[src/rtl/shift_sequencer.sv]
// rtl/shift_sequencer.sv - multi-position shift sequencer, one single-bit shift per clock
// Extends the ALU single-bit shift stage to arbitrary amounts behind valid/ready handshakes.
module shift_sequencer #(
   parameter int WIDTH = 4,
   parameter int AMT_W = 3
) (
   input  logic             clock,
   input  logic             reset,
   input  logic             in_valid,
   output logic             in_ready,
   input  logic [WIDTH-1:0] in_data,
   input  logic [AMT_W-1:0] in_amount,
   input  logic             in_right,
   input  logic             in_arith,
   output logic             out_valid,
   input  logic             out_ready,
   output logic [WIDTH-1:0] out_data,
   output logic             out_carry,
   output logic             out_zero,
   output logic             busy
);

   localparam int CNT_W = $clog2(WIDTH + 1);

   typedef enum logic [1:0] {IDLE, SHIFT, DONE} state_t;

   state_t             state_q, state_d;
   logic [WIDTH-1:0]   work_q, work_d;
   logic [CNT_W-1:0]   count_q, count_d;
   logic               right_q, right_d;
   logic               arith_q, arith_d;
   logic [WIDTH-1:0]   out_data_q, out_data_d;
   logic               out_carry_q, out_carry_d;
   logic               out_zero_q, out_zero_d;

   logic [CNT_W-1:0]   k_eff;
   logic [WIDTH-1:0]   step_data;
   logic               step_carry;

   // Amounts beyond WIDTH behave exactly like a WIDTH-position shift.
   always_comb begin
      k_eff = (32'(in_amount) > 32'(WIDTH)) ? CNT_W'(WIDTH) : CNT_W'(in_amount);
      if (right_q) begin
         step_data  = {arith_q & work_q[WIDTH-1], work_q[WIDTH-1:1]};
         step_carry = work_q[0];
      end else begin
         step_data  = {work_q[WIDTH-2:0], 1'b0};
         step_carry = work_q[WIDTH-1];
      end
   end

   always_comb begin
      state_d     = state_q;
      work_d      = work_q;
      count_d     = count_q;
      right_d     = right_q;
      arith_d     = arith_q;
      out_data_d  = out_data_q;
      out_carry_d = out_carry_q;
      out_zero_d  = out_zero_q;
      case (state_q)
         IDLE: begin
            if (in_valid) begin
               work_d  = in_data;
               right_d = in_right;
               arith_d = in_arith;
               count_d = k_eff;
               if (k_eff == '0) begin
                  state_d     = DONE;
                  out_data_d  = in_data;
                  out_carry_d = 1'b0;
                  out_zero_d  = (in_data == '0);
               end else begin
                  state_d = SHIFT;
               end
            end
         end
         SHIFT: begin
            work_d  = step_data;
            count_d = count_q - CNT_W'(1);
            // The final step publishes the result on the same edge it moves to DONE.
            if (count_q == CNT_W'(1)) begin
               state_d     = DONE;
               out_data_d  = step_data;
               out_carry_d = step_carry;
               out_zero_d  = (step_data == '0);
            end
         end
         DONE: begin
            if (out_ready) state_d = IDLE;
         end
         default: state_d = IDLE;
      endcase
   end

   always_ff @(posedge clock or posedge reset) begin
      if (reset) begin
         state_q     <= IDLE;
         work_q      <= '0;
         count_q     <= '0;
         right_q     <= 1'b0;
         arith_q     <= 1'b0;
         out_data_q  <= '0;
         out_carry_q <= 1'b0;
         out_zero_q  <= 1'b0;
      end else begin
         state_q     <= state_d;
         work_q      <= work_d;
         count_q     <= count_d;
         right_q     <= right_d;
         arith_q     <= arith_d;
         out_data_q  <= out_data_d;
         out_carry_q <= out_carry_d;
         out_zero_q  <= out_zero_d;
      end
   end

   assign in_ready  = (state_q == IDLE);
   assign out_valid = (state_q == DONE);
   assign busy      = (state_q != IDLE);
   assign out_data  = out_data_q;
   assign out_carry = out_carry_q;
   assign out_zero  = out_zero_q;

endmodule
[config.mk]
export PLATFORM = sky130hd
export DESIGN_NAME = shift_sequencer
export DESIGN_NICKNAME = d
export VERILOG_FILES = /design/src/rtl/shift_sequencer.sv
export SDC_FILE = /design/constraint.sdc
export NUM_CORES = 1
export LEC_CHECK = 0
export CAP_MARGIN = 20
export CORE_MARGIN = 10
export CORE_UTILIZATION = 50
export CTS_CLUSTER_SIZE = 16
export DETAILED_ROUTE_END_ITERATION = 7
export GPL_TIMING_DRIVEN = 0
export PLACE_DENSITY_LB_ADDON = 0.15
export SYNTH_ARGS = -nofsm -noshare
export SYNTH_HDL_FRONTEND = slang
export SYNTH_SLANG_ARGS = --single-unit
[constraint.sdc]
create_clock -name clock -period 4.6 [get_ports clock]
set_input_delay 0.46 -clock clock [delete_from_list [all_inputs] [get_ports clock]]
set_output_delay 0.46 -clock clock [all_outputs]
set_load 0.01 [all_outputs]
==> run summary <==
Of the total synthesized cell area, the portion taken by AND, OR, NAND and NOR gates is 0.161. The total number of clock tree sinks came out at 17. The worst ir drop on vdd is 0.374 mV. The worst setup path is captured at an output pin. Derived from the worst setup path, the maximum achievable clock frequency is 454 MHz.

The count of H-tree levels built during CTS came out at 1. The type of origin of the critical path is a flop. In the final layout, the multi-input gates occupy 483 um^2.

The tool flagged a number of max-cap violations equal to 0. The horizontal die dimension came out at 64.1 um. The count of different cell masters after synthesis is 31.

Entering global routing, the biggest net connects 18 pins. The aggregate routed wire length came out at 2290 um. The combined buffer and inverter count along the critical path came out at 3. The tree is rooted in a sky130_fd_sc_hd__clkbuf_4. Counting along the longest clock path gives a buffer depth of 2. Among cell families on the critical path, the largest total delay comes from buffers and inverters.

The sequential cells in the finished layout cover a total of 425 um^2. The effective utilization at floorplan is 0.546. The final number of hold-violating endpoints was 0.

The share of synthesized area spent on multiplexers is 0.144. The number of buffers inserted during clock tree synthesis came out at 3. The run finished with clean final reports. The post-synthesis instance total is 96.

The I/O pin count is 22. The wire length of the first global-routing pass came out at 3890 um. The detailed-router iteration count before antenna repair is 5. The Yosys warning count is 0. The final setup violation count is 0. The number of DRC markers after the initial detailed-route iteration came out at 37.

The final critical-path share of the clock period is 0.479. The layout-stage area growth over the synthesis result came out at 27.5%. Total power for the finished layout comes to 823 uW. The post-synthesis adder-cell area fraction came out at 0.0257. The post-CTS repair timing setup buffer count is 0. The final RePlAce weighted congestion is 0.846. The area of the die is 4110 um^2.

The total via count after detailed routing is 798. Summed over all failing endpoints, the final setup total negative slack is 0 ps. The minimum clock period after layout came out at 2200 ps. The number of hold-repair buffers added at the cts stage came out at 0. The data arrival time of the critical path is 1740 ps. The complex-gate fraction of the synthesized area is 0.166.

Measured on the finished design, the core utilization comes to 0.696. The per-cell routed wire length is 15.7 um. The slowest stage of the critical path belongs to the cell sky130_fd_sc_hd__clkdlybuf4s50_1. The fill cell instance count of the final layout came out at 150. The via count of the first global-routing pass is 774. The actual slew at the worst max-slew pin is 657 ps. The detailed placement HPWL is 1730 um.

The residual DRC count is 0. The worst max-slew margin expressed relative to the limit is 0.561. The number of port buffers is 21. The clock transition at the register clock pins on the worst setup and hold paths after CTS is 100 ps. The core box area came out at 1780 um^2.

The leakage dissipation is 0.000540 uW. The path type of the worst min-delay path is flop to flop. After synthesis, the largest family of logic cells by area is compound AO/OA/AOI/OAI gates. The number of vias per cell came out at 5.47. Walking the worst path, the cells encountered are clkbuf_1 -> nand2b_1 -> inv_1 -> clkdlybuf4s50_1. The required time at the endpoint of the critical path is 4140 ps. In this run the power density over the cells is 663 nW/um^2.

Across every metal layer, demand over resource in global routing totals 0.117. The mean area per synthesized cell came out at 10.1 um^2. Counting flops and latches in the post-synthesis netlist gives 17.

The number of nets in the finished design is 137. The final number of max-transition violations came out at 0. TritonCTS built the clock tree.

The die boundary height came out at 64.1 um. Setup repair after global routing left no endpoint under its margin. For this run, the register share of the synthesized area comes to 0.437. Of the total synthesized cell area, the portion taken by XOR and XNOR cells is 0. For the final database, setup skew stands at 2.71 ps. The setup path with the least slack is of type flop to output pin.

The biggest fanout along the worst timing path came out at 10. The initial antenna violation count is 0. The number of nets produced by synthesis is 111. The global route total overflow came out at 0. The antenna diode count came out at 0. The fraction of layout cells with a size suffix above 1 came out at 0.124. The number of placement rows is 15. The antenna violation net count after detailed routing is 0. Gates resized during post-CTS repair numbered 0. The synthesized area is 973 um^2.

The clock reaches the later pin of the worst-skew pair after 300 ps. On the worst path, the slowest cell contributes a delay of 530 ps.
## worst reg2reg max path: stages, from the launching register on
cell and delay (ps):
sky130_fd_sc_hd__dfrtp_1 410, sky130_fd_sc_hd__or3b_1 390, sky130_fd_sc_hd__buf_6 150, sky130_fd_sc_hd__o22ai_4 210
sky130_fd_sc_hd__mux2_4 330
## synth_stat cells, drive strengths merged
cell    instances  area (um^2)
or3b            1         8.76
a311oi          1         8.76
inv            10         37.5
nor2b           2         12.5
nand3           1         5.00
mux2            5         60.1
nor2            6         22.5
o22ai           1         20.0
clkbuf          3         11.3
dfrtp          17          425
and2b           2         17.5
a31oi           3         18.8
o21ai           6         30.0
o31ai           2         15.0
ha              2         25.0
nor3            1         5.00
buf             2         16.3
nand3b          3         22.5
nand2b          3         18.8
o221a           1         11.3
and4b           1         10.0
mux2i           8         80.1
o221ai          2         17.5
o21bai          1         7.51
a221oi          1         8.76
o22a            1         8.76
a21oi           3         15.0
or3             1         11.3
nand2           6         22.5
## layout by cell type, fill, tap and decap left out, types with 4 or more instances in the layout
cell / count
sky130_fd_sc_hd__clkdlybuf4s50_1: 21
sky130_fd_sc_hd__inv_1: 10
sky130_fd_sc_hd__mux2i_1: 8
sky130_fd_sc_hd__mux2_2: 4
sky130_fd_sc_hd__o21ai_0: 6
sky130_fd_sc_hd__clkbuf_1: 4
sky130_fd_sc_hd__nor2_1: 6
sky130_fd_sc_hd__dfrtp_1: 17
sky130_fd_sc_hd__nand2_1: 6
## metrics by stage
stage / cell area [um^2] / hold slack, ps / setup slack, ps / cells
floorplan: 973 / 386 / 3050 / 96
detailed placement: 1210 / 502 / 2300 / 142
global route: 1240 / 563 / 2280 / 146
global placement: 1210 / 498 / 2330 / 142
finish: 1240 / 520 / 2400 / 146
CTS: 1240 / 525 / 2380 / 146
## flip-flops by register name, summed over array words and instances (netlist names)
register	flops
right_q	1
state_q	2
work_q	4
out_carry	1
count_q	3
out_data	4
arith_q	1
out_zero	1
## path summary, 6_finish.rpt
check | startpoint | to | slack (ps) | cells past startpoint
worst max-delay path | state_q[1] | out_valid | 2400 | 4
worst min-delay path | out_carry | out_carry | 520 | 1
worst max register to register | state_q[0] | out_carry | 3010 | 4
worst min register to register | out_carry | out_carry | 520 | 1
max in group asynchronous | reset | work_q[1] | 3640 | 2
min in group asynchronous | reset | out_data[3] | 540 | 2
## kinds of logic (layout without fill, tap and decap cells)
group	count (synthesis)	in the layout
compound gates	22	22
fa+ha+maj	2	2
buf+inv	15	40
flops	17	17
mux	13	13
simple gates	27	27
## where the power goes
group          switching (uW)  leakage (uW)  internal [uW]
Combinational             227      0.000319            233
Sequential               53.3      0.000206            225
Clock                    51.3     0.0000150           33.8
Total                     331      0.000540            492
## routing by layer
metal	part of all wire	wire (um)	track usage	up-vias
met5	0	0	0	-
met4	0.023	53	0.0428	0
met3	0.067	154	0.0401	6
met1	0.46	1050	0.156	374
li1	-	-	-	390
met2	0.45	1040	0.169	28
## cell type report
class | count | share of cell area
Multi-Input combinational cell | 64 | 0.389
Clock buffer | 4 | 0.0212
Buffer | 5 | 0.0222
Tap cell | 25 | 0.0252
Sequential cell | 17 | 0.343
Inverter | 10 | 0.0302
Timing Repair Buffer | 21 | 0.169
(Power assumes the default switching activity.)
